### src/rtl/c16_mem_arb.sv
// Two-port arbiter for the single-port main RAM: CPU (port A) has fixed priority,
// DMA/video (port B) is forced through after MAX_WAIT consecutive A wins.
module c16_mem_arb #(
    parameter int AW       = 15,
    parameter int DW       = 16,
    parameter int MAX_WAIT = 4
) (
    input  logic          clk,
    input  logic          resetn,
    input  logic          a_req,
    input  logic          a_we,
    input  logic [15:0]   a_addr,
    input  logic [DW-1:0] a_wdata,
    output logic          a_gnt,
    output logic          a_rvalid,
    output logic [DW-1:0] a_rdata,
    input  logic          b_req,
    input  logic          b_we,
    input  logic [15:0]   b_addr,
    input  logic [DW-1:0] b_wdata,
    output logic          b_gnt,
    output logic          b_rvalid,
    output logic [DW-1:0] b_rdata,
    output logic [AW-1:0] mem_addr,
    output logic [DW-1:0] mem_wdata,
    output logic          mem_re,
    output logic          mem_we,
    input  logic [DW-1:0] mem_rdata
);

    typedef enum logic [1:0] {IDLE, ACCESS, CAPTURE} state_t;

    state_t        state, state_nxt;
    logic [3:0]    cnt, cnt_nxt;
    logic          win_b, win_b_nxt;
    logic          acc_rd, acc_rd_nxt;
    logic          acc_oor, acc_oor_nxt;

    logic          any_req, pick_b, sel_we, sel_oor;
    logic [15:0]   sel_addr;
    logic [DW-1:0] sel_wdata;

    logic          a_gnt_d, b_gnt_d, a_rvalid_d, b_rvalid_d, mem_re_d, mem_we_d;
    logic [DW-1:0] a_rdata_d, b_rdata_d, mem_wdata_d;
    logic [AW-1:0] mem_addr_d;

    // Winner selection; only consulted while IDLE.
    always_comb begin
        any_req   = a_req | b_req;
        pick_b    = b_req & (!a_req | (cnt == 4'(MAX_WAIT)));
        sel_we    = pick_b ? b_we    : a_we;
        sel_addr  = pick_b ? b_addr  : a_addr;
        sel_wdata = pick_b ? b_wdata : a_wdata;
        sel_oor   = (sel_addr >> AW) != 16'd0;
    end

    // State register and registered outputs
    always_ff @(posedge clk or negedge resetn) begin
        if (!resetn) begin
            state     <= IDLE;
            cnt       <= '0;
            win_b     <= 1'b0;
            acc_rd    <= 1'b0;
            acc_oor   <= 1'b0;
            a_gnt     <= 1'b0;
            b_gnt     <= 1'b0;
            a_rvalid  <= 1'b0;
            b_rvalid  <= 1'b0;
            a_rdata   <= '0;
            b_rdata   <= '0;
            mem_addr  <= '0;
            mem_wdata <= '0;
            mem_re    <= 1'b0;
            mem_we    <= 1'b0;
        end else begin
            state     <= state_nxt;
            cnt       <= cnt_nxt;
            win_b     <= win_b_nxt;
            acc_rd    <= acc_rd_nxt;
            acc_oor   <= acc_oor_nxt;
            a_gnt     <= a_gnt_d;
            b_gnt     <= b_gnt_d;
            a_rvalid  <= a_rvalid_d;
            b_rvalid  <= b_rvalid_d;
            a_rdata   <= a_rdata_d;
            b_rdata   <= b_rdata_d;
            mem_addr  <= mem_addr_d;
            mem_wdata <= mem_wdata_d;
            mem_re    <= mem_re_d;
            mem_we    <= mem_we_d;
        end
    end

    // Next state, latched access attributes and starvation counter
    always_comb begin
        state_nxt   = state;
        cnt_nxt     = cnt;
        win_b_nxt   = win_b;
        acc_rd_nxt  = acc_rd;
        acc_oor_nxt = acc_oor;
        unique case (state)
            IDLE: begin
                // b_req high with pick_b low means A won over a waiting B.
                if (!b_req || pick_b)
                    cnt_nxt = '0;
                else if (cnt != 4'(MAX_WAIT))
                    cnt_nxt = cnt + 4'd1;
                if (any_req) begin
                    state_nxt   = ACCESS;
                    win_b_nxt   = pick_b;
                    acc_rd_nxt  = !sel_we;
                    acc_oor_nxt = sel_oor;
                end
            end
            ACCESS:  state_nxt = acc_rd ? CAPTURE : IDLE;
            CAPTURE: state_nxt = IDLE;
            default: state_nxt = IDLE;
        endcase
    end

    // Output values for the next cycle; everything leaves through a register.
    always_comb begin
        a_gnt_d     = 1'b0;
        b_gnt_d     = 1'b0;
        a_rvalid_d  = 1'b0;
        b_rvalid_d  = 1'b0;
        mem_re_d    = 1'b0;
        mem_we_d    = 1'b0;
        a_rdata_d   = a_rdata;
        b_rdata_d   = b_rdata;
        mem_addr_d  = mem_addr;
        mem_wdata_d = mem_wdata;
        unique case (state)
            IDLE: begin
                if (any_req) begin
                    a_gnt_d     = !pick_b;
                    b_gnt_d     = pick_b;
                    mem_addr_d  = sel_addr[AW-1:0];
                    mem_wdata_d = sel_wdata;
                    mem_we_d    = sel_we & !sel_oor;
                    mem_re_d    = !sel_we & !sel_oor;
                end
            end
            CAPTURE: begin
                if (win_b) begin
                    b_rvalid_d = 1'b1;
                    b_rdata_d  = acc_oor ? '0 : mem_rdata;
                end else begin
                    a_rvalid_d = 1'b1;
                    a_rdata_d  = acc_oor ? '0 : mem_rdata;
                end
            end
            default: ;
        endcase
    end

endmodule

### config.mk
export PLATFORM = sky130hd
export DESIGN_NAME = c16_mem_arb
export DESIGN_NICKNAME = d
export VERILOG_FILES = /design/src/rtl/c16_mem_arb.sv
export SDC_FILE = /design/constraint.sdc
export NUM_CORES = 1
export LEC_CHECK = 0
export BUFFER_PORTS_ARGS = -buffer_cell sky130_fd_sc_hd__clkbuf_2
export CORE_MARGIN = 1
export CORE_UTILIZATION = 47
export CTS_CLUSTER_SIZE = 8
export DETAILED_ROUTE_END_ITERATION = 7
export GPL_ROUTABILITY_DRIVEN = 0
export GPL_TIMING_DRIVEN = 0
export HOLD_SLACK_MARGIN = 0.08
export PLACE_DENSITY = 0.87
export REMOVE_ABC_BUFFERS = 1
export SLEW_MARGIN = 20
export SYNTH_ARGS = -nofsm -noshare
export SYNTH_HDL_FRONTEND = slang
export SYNTH_SLANG_ARGS = --single-unit
export TNS_END_PERCENT = 1
### constraint.sdc
create_clock -name clk -period 2.15 [get_ports clk]
set_clock_uncertainty 0.15 [all_clocks]
set_input_delay 0.3225 -clock clk [delete_from_list [all_inputs] [get_ports clk]]
set_output_delay 0.3225 -clock clk [all_outputs]
set_load 0.03 [all_outputs]
* Yosys cells after proc, flatten, opt, wreduce, memory -nomap -nowiden *
Index checks and enable logic that the tools add are counted.

operators by class
  add/sub/neg operators = 1
  equal/unequal tests = 5
  muxes and demuxes = 21
  bitwise logic cells = 6
  reduce and logical (&&, ||, !) cells = 12

operators with widths
  cell                                                 count
  2-to-1 mux 16 bit                                    3
  2-to-1 mux 1 bit                                     13
  2-to-1 mux 4 bit                                     2
  AND reduction 2 bit                                  4
  zero test 1 bit                                      5
  adder 4 x 1 -> 4 bit, second input constant          1
  equality test 4 x 3 -> 1 bit, second input constant  1
  2-to-1 mux 2 bit                                     2
  != test 4 x 3 -> 1 bit, second input constant        1
  case mux 2 bit (2 select lines)                      1
  AND 1 bit                                            3
  equality test 2 x 1 -> 1 bit, second input constant  1
  equality test 2 bit, second input constant           1
  zero test 2 bit                                      1
  != test 2 bit, second input constant                 1
  OR 1 bit                                             2
  nonzero test 2 bit                                   1
  logical OR 1 bit                                     1
  inverter 1 bit                                       1

storage, ports and cells
  flip-flop bits (word level) = 78
  bits of input ports = 86

* Longest topological paths before layout *
Gate-level depths: netlist of the first run.

  depth after elaboration = 8
  gate-level depth with buffers = 7

* Worst setup path after synthesis of the first run *
OpenSTA, ideal clock, no wires.

  path kind = register -> register
  start = reg cnt[0]
  end = reg mem_addr[10]
  setup time = 0.126 ns
  arrival = 1.516 ns
  required time = 1.874 ns
  slack = 0.358 ns
  cell stages (with the launch flop) = 8
  path buffers = 2
  clock period less this slack = 1.792 ns
  path through = dfrtp_1 > inv_1 > ha_1 > nand4b_4 > and3_1 > buf_6 > buf_6 > a221o_1

between the ends
  word-level cells in the longest chain between the ends = 4

RTL lines
  item                          RTL line  text
  from (decl)                   34        logic [3:0] cnt, cnt_nxt;
  from (signal assigned)        77        cnt <= cnt_nxt;
  equality test 4 x 3 -> 1 bit  50        pick_b = b_req & (!a_req | (cnt == 4'(MAX_WAIT)));
  OR 1 bit                      50
  AND 1 bit                     50
  2-to-1 mux 16 bit             52        sel_addr = pick_b ? b_addr : a_addr;
  to (signal assigned)          87        mem_addr <= mem_addr_d;
  to (decl)                     24        output logic [AW-1:0] mem_addr,

No other way between the ends.
A chain may end at the register's enable or synchronous reset.

* Final worst setup path of the first run *
  start = reg state[0]
  end = reg mem_addr[3]

between the ends
  word-level cells in the longest chain between the ends = 2

RTL lines
  item                           RTL line  text
  from (decl)                    33        state_t state, state_nxt;
  from (signal assigned)         76        state <= state_nxt;
  zero test 2 bit                133       unique case (state)
  AND reduction 2 bit (no line)  n/a

No other way between the ends.

==> parameters.txt, run 1 <==
Parameter                              Value

Setup path
  Cell chain of the critical path ... nor2_2, a21boi_0, a221o_1
  Worst setup SP type ... flop
  Category of cells accounting for the largest share of critical-path delay ... simple AND/OR/NAND/NOR gates
  Arrival time reported for the critical path endpoint ... 2.11 ns
  Buffers plus inverters on the worst setup path ... 0
  Delay of the slowest cell on the worst path ... 0.71 ns
  Endpoint type of the worst setup path ... flop
  Setup CP Type ... flop to flop
  Largest driver fanout on the critical path ... 19
  Worst EP required ... 2.23 ns
  Slowest library cell on the worst path ... sky130_fd_sc_hd__nor2_2

Synth
  Prevailing post-synth register cell ... sky130_fd_sc_hd__dfrtp_1
  Number of synthesized register bits ... 78
  Fraction of synthesized cell area in xor and xnor cells ... 0
  Dominant combinational cell family by area after synthesis ... compound AO/OA/AOI/OAI gates
  Distinct cell type count after synthesis ... 36
  Adder and majority cell fraction of the synthesized area ... 0.00748
  Simple-gate area share of the yosys netlist ... 0.119
  Compound-Gate Fraction of Synth Area ... 0.243
  Post-synth top area cell ... sky130_fd_sc_hd__dfrtp_1
  Cell area after technology mapping ... 3350 um2
  Post-synthesis sequential area ratio ... 0.583
  Mux contribution to synthesized area ... 0
  Yosys top cell area share ... 0.583
  YS warnings ... 0
  Dominant cells by area after synthesis ... sky130_fd_sc_hd__dfrtp_1, sky130_fd_sc_hd__a221o_1, sky130_fd_sc_hd__a21boi_0
  Post-synthesis cell count ... 296
  Number of enable-type register cells in the synthesized netlist ... 0
  Avg Cell Area, Syn ... 11.3 um2
  Fraction of registers with async set/reset ... 1.00

GRT
  GR Overflow Total ... 0
  Number of antenna violations at the first check in global routing ... 0
  Number of global-route vias before repair ... 3235
  Overall global routing resource usage ... 0.289
  Largest net degree at the start of global routing ... 42
  Global-route wire length before repair ... 16.3 mm

Floorplanning
  Core footprint ... 6830 um2
  Die Footprint ... 7460 um2
  Die height ... 86.4 um
  Die width ... 86.4 um
  Starting Density ... 0.490
  Std cell rows ... 30
  I/O pin count ... 155

Pwr
  NetSw ... 0.00337 W
  Leakage power of the design ... 2.55 nW
  P_int ... 0.00401 W
  Post-layout total power ... 0.00738 W
  Power per standard cell area ... 1440 nW/um2
  Seq pwr share ... 0.349
  Logic pwr share ... 0.483
  Sw Share ... 0.457
  Power share of the clock group ... 0.168
  Peak supply drop ... 0.000692 V

STA
  Worst-Margin Slew ... 1.04 ns
  RSZ-0062 raised after global routing ... yes
  Normalized max-slew margin ... 0.306
  Post-layout min period ... 2.03 ns
  Final hold vios ... 0
  Final period utilization ... 0.942
  Timing-limited maximum frequency ... 0.494 GHz
  Number of failing setup endpoints in the final timing report ... 0
  Pins over their slew limit ... 0
  Final hold slack ... 0.0988 ns

Detailed routing
  Post-detailed-route count of antenna-violating nets ... 0
  Number of DRC markers after the initial detailed-route iteration ... 120
  DRC errors left ... 0
  Via-per-instance ratio ... 5.40
  Drt total wl ... 10.4 mm
  Via Count ... 3319
  Length of the first detailed-routing pass in iterations ... 4
  Routed length per placed instance ... 17.0 um

CTS
  Clock tree sinks ... 78
  Root cell of the clock tree ... sky130_fd_sc_hd__clkbuf_8
  TritonCTS clock tree ... done
  Total CTS buffers ... 9
  H-Tree Depth ... 3
  Skew-Pair Late Insertion Delay ... 0.34 ns
  Clock-pin slew of the registers on the worst-case setup and hold paths ... 0.08 ns
  Number of setup buffers added after CTS ... 0
  Clock Path Buffers ... 2

Placed design
  Port Buffer Count ... 154
  Cell area after placement ... 4150 um2
  Post-Place Cells ... 524
  Post-detail-place hpwl ... 5.60 mm

Layout
  Leading cell types in the layout, fill and taps excluded ... sky130_fd_sc_hd__clkbuf_2, sky130_fd_sc_hd__dfrtp_1, sky130_fd_sc_hd__dlygate4sd3_1
  Number of inserted filler cells in the final layout ... 427
  Total Nets Final ... 602
  Final core area utilization ... 0.752
  Synthesis-to-finish area growth ... 53.5%
  Leading cell type in the layout, fill and taps excluded ... sky130_fd_sc_hd__clkbuf_2
  Filler-free cell count of the finished design ... 615
  Area of all placed cells without fillers ... 5140 um2
  Layout cell share with drive strength beyond 1 ... 0.351
  Antenna diode instance count ... 0

Job
  Max_cap viols ... 0

Min path
  Type of the tightest min-delay check ... primary input to flop

Outcome
  Outcome ... complete, no violations
[worst register-to-register path, cell delays in order, from the launching register on]
cell and delay (ns):
sky130_fd_sc_hd__dfrtp_2 0.47, sky130_fd_sc_hd__nor2_2 0.72, sky130_fd_sc_hd__a21boi_0 0.25, sky130_fd_sc_hd__a221o_1 0.32
[state kept, by name, indices dropped and copies added (netlist names), 2 cells and up]
register	count
mem_addr	15
mem_wdata	16
state	2
b_rdata	16
a_rdata	16
cnt	4
[cells by family after synthesis]
group	after synthesis
buffers and inverters	30
AND/OR/NAND/NOR	76
flip-flops	78
adder cells (fa/ha/maj)	2
AO/OA/AOI/OAI	110
[layer usage]
layer,wire (um),part of all wire,up-vias,GRT usage
li1,-,-,1518,-
met1,4420,0.42,1574,0.384
met2,4820,0.46,203,0.445
met3,946,0.091,24,0.0752
met4,257,0.025,0,0.135
met5,0,0,-,0
[per-stage QoR]
stage / TNS, ns / setup slack (ns)
global placement: -51.01 / -1.43
detailed placement: -16.17 / -0.527
CTS: 0 / 0.0146
finish: 0 / 0.124
global route: -0.00878 / -0.00773
floorplan: -16.21 / -0.507
[power by group through the flow]
stage / combinational [W] / sequential (W) / clock, W
2_1_floorplan: 0.00110 / 0.00368 / 0
3_3_place_gp: 0.00323 / 0.00253 / 0
3_5_place_dp: 0.00336 / 0.00255 / 0
4_1_cts: 0.00348 / 0.00254 / 0.00126
5_1_grt: 0.00384 / 0.00265 / 0.00134
6_report: 0.00357 / 0.00258 / 0.00124
[synth_stat cells (2+ instances only)]
master,count
sky130_fd_sc_hd__a21boi_0,31
sky130_fd_sc_hd__a21oi_1,2
sky130_fd_sc_hd__a221o_1,31
sky130_fd_sc_hd__buf_2,2
sky130_fd_sc_hd__buf_4,3
sky130_fd_sc_hd__buf_6,4
sky130_fd_sc_hd__clkbuf_1,14
sky130_fd_sc_hd__dfrtp_1,78
sky130_fd_sc_hd__ha_1,2
sky130_fd_sc_hd__inv_1,7
sky130_fd_sc_hd__nand2_1,38
sky130_fd_sc_hd__nand2b_1,17
sky130_fd_sc_hd__nand3_1,3
sky130_fd_sc_hd__nand4_1,2
sky130_fd_sc_hd__nand4b_1,2
sky130_fd_sc_hd__nor2_1,4
sky130_fd_sc_hd__o21ai_0,36
sky130_fd_sc_hd__o311ai_0,2
[what timing repair did]
action                     in CTS  in global routing
hold endpoints to repair       83                  2
gates cloned                    1                  1
pin swaps                       1                  4
gates resized for setup         3                  2
hold buffers                   71                  2
setup endpoints to repair      32                 34
[final cells by class]
cell class                      count  area [um2]  share of cell area
Inverter                            7        26.3             0.00512
Sequential cell                    78        1950               0.381
Clock inverter                      6        92.6              0.0180
Multi-Input combinational cell    190        1280               0.249
Tap cell                           96         120              0.0234
Timing Repair Buffer              228        1520               0.297
Clock buffer                       10         138              0.0268
[path summary, 6_finish.rpt]
path,slack (ns),end,startpoint,cells after the start
worst min-delay path,0.1,mem_addr[14],a_addr[14],2
worst max-delay path,0.12,mem_addr[3],state[0],3
max in group asynchronous,0.86,state[1],resetn,3
worst min register to register,0.33,b_rdata[10],b_rdata[10],2
worst max register to register,0.12,mem_addr[3],state[0],3
min in group asynchronous,0.38,b_rdata[11],resetn,2
(Power assumes the default switching activity.)
==> run 2, diff against run 1 <==
Settings changed: ABC_AREA from default to 1, CORE_UTILIZATION 47 to 50, CTS_BUF_LIST from default to sky130_fd_sc_hd__clkbuf_8, PLACE_DENSITY 0.87 to 0.9.
==> run 2 against run 1 <==
  * Via count increased by 13%
  * Non-clock buffer count decreased by 38
  * Clock power increased by 6%
  * Register-to-register slack got worse by 0.02 ns
  * Sequential power about the same
  * Routed wire length increased by 3.9%
  * Critical endpoint is now mem_wdata[14]
==> parameters.txt, run 2 <==
Parameter                              Value

Outcome
  Outcome ... complete, no violations

Synth
  Cell area after technology mapping ... 3720 um2 (+11%)
  Fraction of registers with async set/reset ... 1.00 (unchanged)
  Yosys top cell area share ... 0.524 (-0.0592)
  Avg Cell Area, Syn ... 8.87 um2 (-22%)
  YS warnings ... 0 (unchanged)
  Distinct cell type count after synthesis ... 26 (-28%)
  Commonest cells post-synth ... sky130_fd_sc_hd__dfrtp_1, sky130_fd_sc_hd__nand2_1, sky130_fd_sc_hd__nand3_1
  Post-synthesis sequential area ratio ... 0.524 (-0.0592)
  Dominant cells by area after synthesis ... sky130_fd_sc_hd__dfrtp_1, sky130_fd_sc_hd__nand3_1, sky130_fd_sc_hd__nand2_1
  Post-synthesis cell count ... 420 (+42%)
  Post-synth top area cell ... sky130_fd_sc_hd__dfrtp_1
  Number of synthesized register bits ... 78 (unchanged)
  Prevailing post-synth register cell ... sky130_fd_sc_hd__dfrtp_1
  Number of enable-type register cells in the synthesized netlist ... 0 (unchanged)

CTS
  Total CTS buffers ... 9 (unchanged)
  Clock-pin slew of the registers on the worst-case setup and hold paths ... 0.09 ns (about the same)
  TritonCTS clock tree ... done
  Skew-Pair Late Insertion Delay ... 0.34 ns (about the same)
  Root cell of the clock tree ... sky130_fd_sc_hd__clkbuf_8
  H-Tree Depth ... 3 (unchanged)
  Clock Path Buffers ... 2 (unchanged)
  Clock tree sinks ... 78 (unchanged)

Floorplanning
  Die width ... 88.3 um (+2.2%)
  Starting Density ... 0.516 (+0.0264)
  Die height ... 88.3 um (+2.2%)
  Std cell rows ... 31 (+3.3%)
  Core footprint ... 7210 um2 (+5.6%)
  Die Footprint ... 7800 um2 (+4.5%)
  I/O pin count ... 155 (unchanged)

Layout
  Total Nets Final ... 681 (+13%)
  Number of inserted filler cells in the final layout ... 543 (+27%)
  Area taken by multi-input logic gates ... 1340 um2 (+4.5%)
  Area of all placed cells without fillers ... 5020 um2 (-2.3%)
  Sequential cell area ... 1950 um2 (about the same)
  Regs by FF count ... a_rdata x16, b_rdata x16, mem_wdata x16
  Antenna diode instance count ... 0 (unchanged)
  Filler-free cell count of the finished design ... 696 (+13%)
  Final core area utilization ... 0.696 (-0.0562)
  Layout cell share with drive strength beyond 1 ... 0.337 (-0.0140)
  Leading cell type in the layout, fill and taps excluded ... sky130_fd_sc_hd__clkbuf_2
  Leading cell types in the layout, fill and taps excluded ... sky130_fd_sc_hd__clkbuf_2, sky130_fd_sc_hd__nand2_1, sky130_fd_sc_hd__dfrtp_1
  Synthesis-to-finish area growth ... 34.7%

Detailed routing
  Via Count ... 3745 (+13%)
  Routed length on met3 ... 1.05 mm (+11%)
  DRC errors left ... 0 (unchanged)
  Routed wl met2 ... 5.02 mm (+4.2%)
  Routed length per placed instance ... 15.6 um (-8.2%)
  Top metal layer carrying routed signals ... met4
  Met1 routed wirelength after detailed routing ... 4.44 mm (+0.59%)
  Number of DRC markers after the initial detailed-route iteration ... 299 (+150%)
  Post-detailed-route count of antenna-violating nets ... 0 (unchanged)
  Drt total wl ... 10.8 mm (+3.9%)
  Via-per-instance ratio ... 5.38 (-0.30%)
  Length of the first detailed-routing pass in iterations ... 5 (+1)

STA
  Post-layout min period ... 2.06 ns (+0.0330 ns)
  Final period utilization ... 0.958 (+0.0154)
  Pins over their slew limit ... 0 (unchanged)
  Final hold slack ... 0.0871 ns (-0.0117 ns)
  RSZ-0062 raised after global routing ... yes
  Normalized max-slew margin ... 0.291 (-0.0149)
  Worst-Margin Slew ... 1.06 ns (+0.0220 ns)
  Number of failing setup endpoints in the final timing report ... 0 (unchanged)
  Final hold vios ... 0 (unchanged)
  Timing-limited maximum frequency ... 0.486 GHz (-1.6%)

Setup path
  Capturing element of the worst setup path ... mem_wdata[14]
  Setup CP Type ... primary input to flop
  Critical R2R Launch ... cnt[0]
  Largest driver fanout on the critical path ... 41 (+22)
  Cell count of the worst reg-to-reg path ... 7 (+4)
  Worst setup startpoint ... b_req
  Worst setup SP type ... primary input
  End of the worst register-to-register path ... mem_addr[2]
  Arrival time reported for the critical path endpoint ... 2.18 ns (+0.07 ns)
  Minimum setup slack among reg-to-reg paths ... 0.10 ns (-0.02 ns)
  Endpoint type of the worst setup path ... flop
  Worst EP required ... 2.27 ns (+0.04 ns)

Pwr
  Peak supply drop ... 0.000778 V (+13%)
  Post-layout total power ... 0.00764 W (+3.5%)
  Power per standard cell area ... 1520 nW/um2 (+5.9%)
  Leakage power of the design ... 2.67 nW (+4.8%)

Placed design
  Cell area after placement ... 4400 um2 (+6.0%)
  Post-Place Cells ... 643 (+23%)
  Port Buffer Count ... 154 (unchanged)
  Post-detail-place hpwl ... 6.08 mm (+8.5%)

GRT
  Largest net degree at the start of global routing ... 46 (+9.5%)
  Number of global-route vias before repair ... 3586 (+11%)
  GR Overflow Total ... 0 (unchanged)
  Global-route wire length before repair ... 16.9 mm (+3.2%)
  Overall global routing resource usage ... 0.283 (-0.00606)
  Number of antenna violations at the first check in global routing ... 0 (unchanged)

Min path
  Type of the tightest min-delay check ... primary input to flop

Job
  Max_cap viols ... 0 (unchanged)
-- run 2: area by class of cell --
cell class,instances,share of cell area
Clock buffer,10,0.0274
Inverter,60,0.0454
Timing Repair Buffer,190,0.227
Sequential cell,78,0.389
Multi-Input combinational cell,254,0.267
Clock inverter,5,0.0197
Tap cell,99,0.0247
-- run 2: worst min path at each step --
| stage | from | to | slack, ns | depth (start not counted) |
|---|---|---|---|---|
| after global routing | b_wdata[7] | mem_wdata[7] | 0.1 | 3 |
| after global placement | acc_rd | acc_rd | 0.32 | 2 |
| final | b_wdata[7] | mem_wdata[7] | 0.09 | 3 |
| after CTS | b_wdata[7] | mem_wdata[7] | 0.08 | 3 |
| after floorplan | resetn | a_gnt | -0.12 | 0 |
| after detailed placement | resetn | b_rdata[10] | 0.18 | 1 |
-- run 2: worst max-delay path: stages --
cell,delay (ns)
sky130_fd_sc_hd__clkbuf_2,0.54
sky130_fd_sc_hd__o21ai_2,1.04
sky130_fd_sc_hd__nand2_1,0.13
sky130_fd_sc_hd__nand3_1,0.14
-- run 2: per-stage QoR --
step / worst slack (ns) / TNS [ns]
after CTS: 0.0963 / 0
final: 0.0908 / 0
after floorplan: -0.158 / -4.57
after detailed placement: -0.600 / -20.69
after global placement: -0.825 / -34.97
after global routing: -0.0155 / -0.0300
-- run 2: cells by family (layout without fill, tap and decap cells) --
| kind of cell | after synthesis | after routing | synth area share |
|---|---|---|---|
| and+or+nand+nor | 210 | 212 | 0.267 |
| DFF | 78 | 78 | 0.524 |
| AOI/OAI and AO/OA | 37 | 38 | 0.0692 |
| xor gates and xnor gates | 2 | 2 | 0.00470 |
| buffers and inverters | 91 | 265 | 0.128 |
| adders and majority gates | 2 | 2 | 0.00672 |
-- run 2: timing repair --
item | 4_1_cts | 5_1_grt
endpoints found under the hold margin | 64 | 0
endpoints found under the setup margin | 39 | 50
gates cloned | 3 | 0
resized for setup | 2 | 2
hold buffers | 33 | 0
buffers inserted | 0 | 2
pin swaps | 2 | 1
-- run 2: report_power, final --
group,internal [W],leakage [nW],switching [W]
Clock,0.000791,0.124,0.000519
Combinational,0.00107,1.58,0.00265
Sequential,0.00213,0.969,0.000481
-- run 2: routing by layer --
metal  vias to the layer above  GRT usage
met1                      1714      0.359
met4                         0      0.133
met5                         -          0
li1                       1707          -
met2                       275      0.458
met3                        49     0.0672
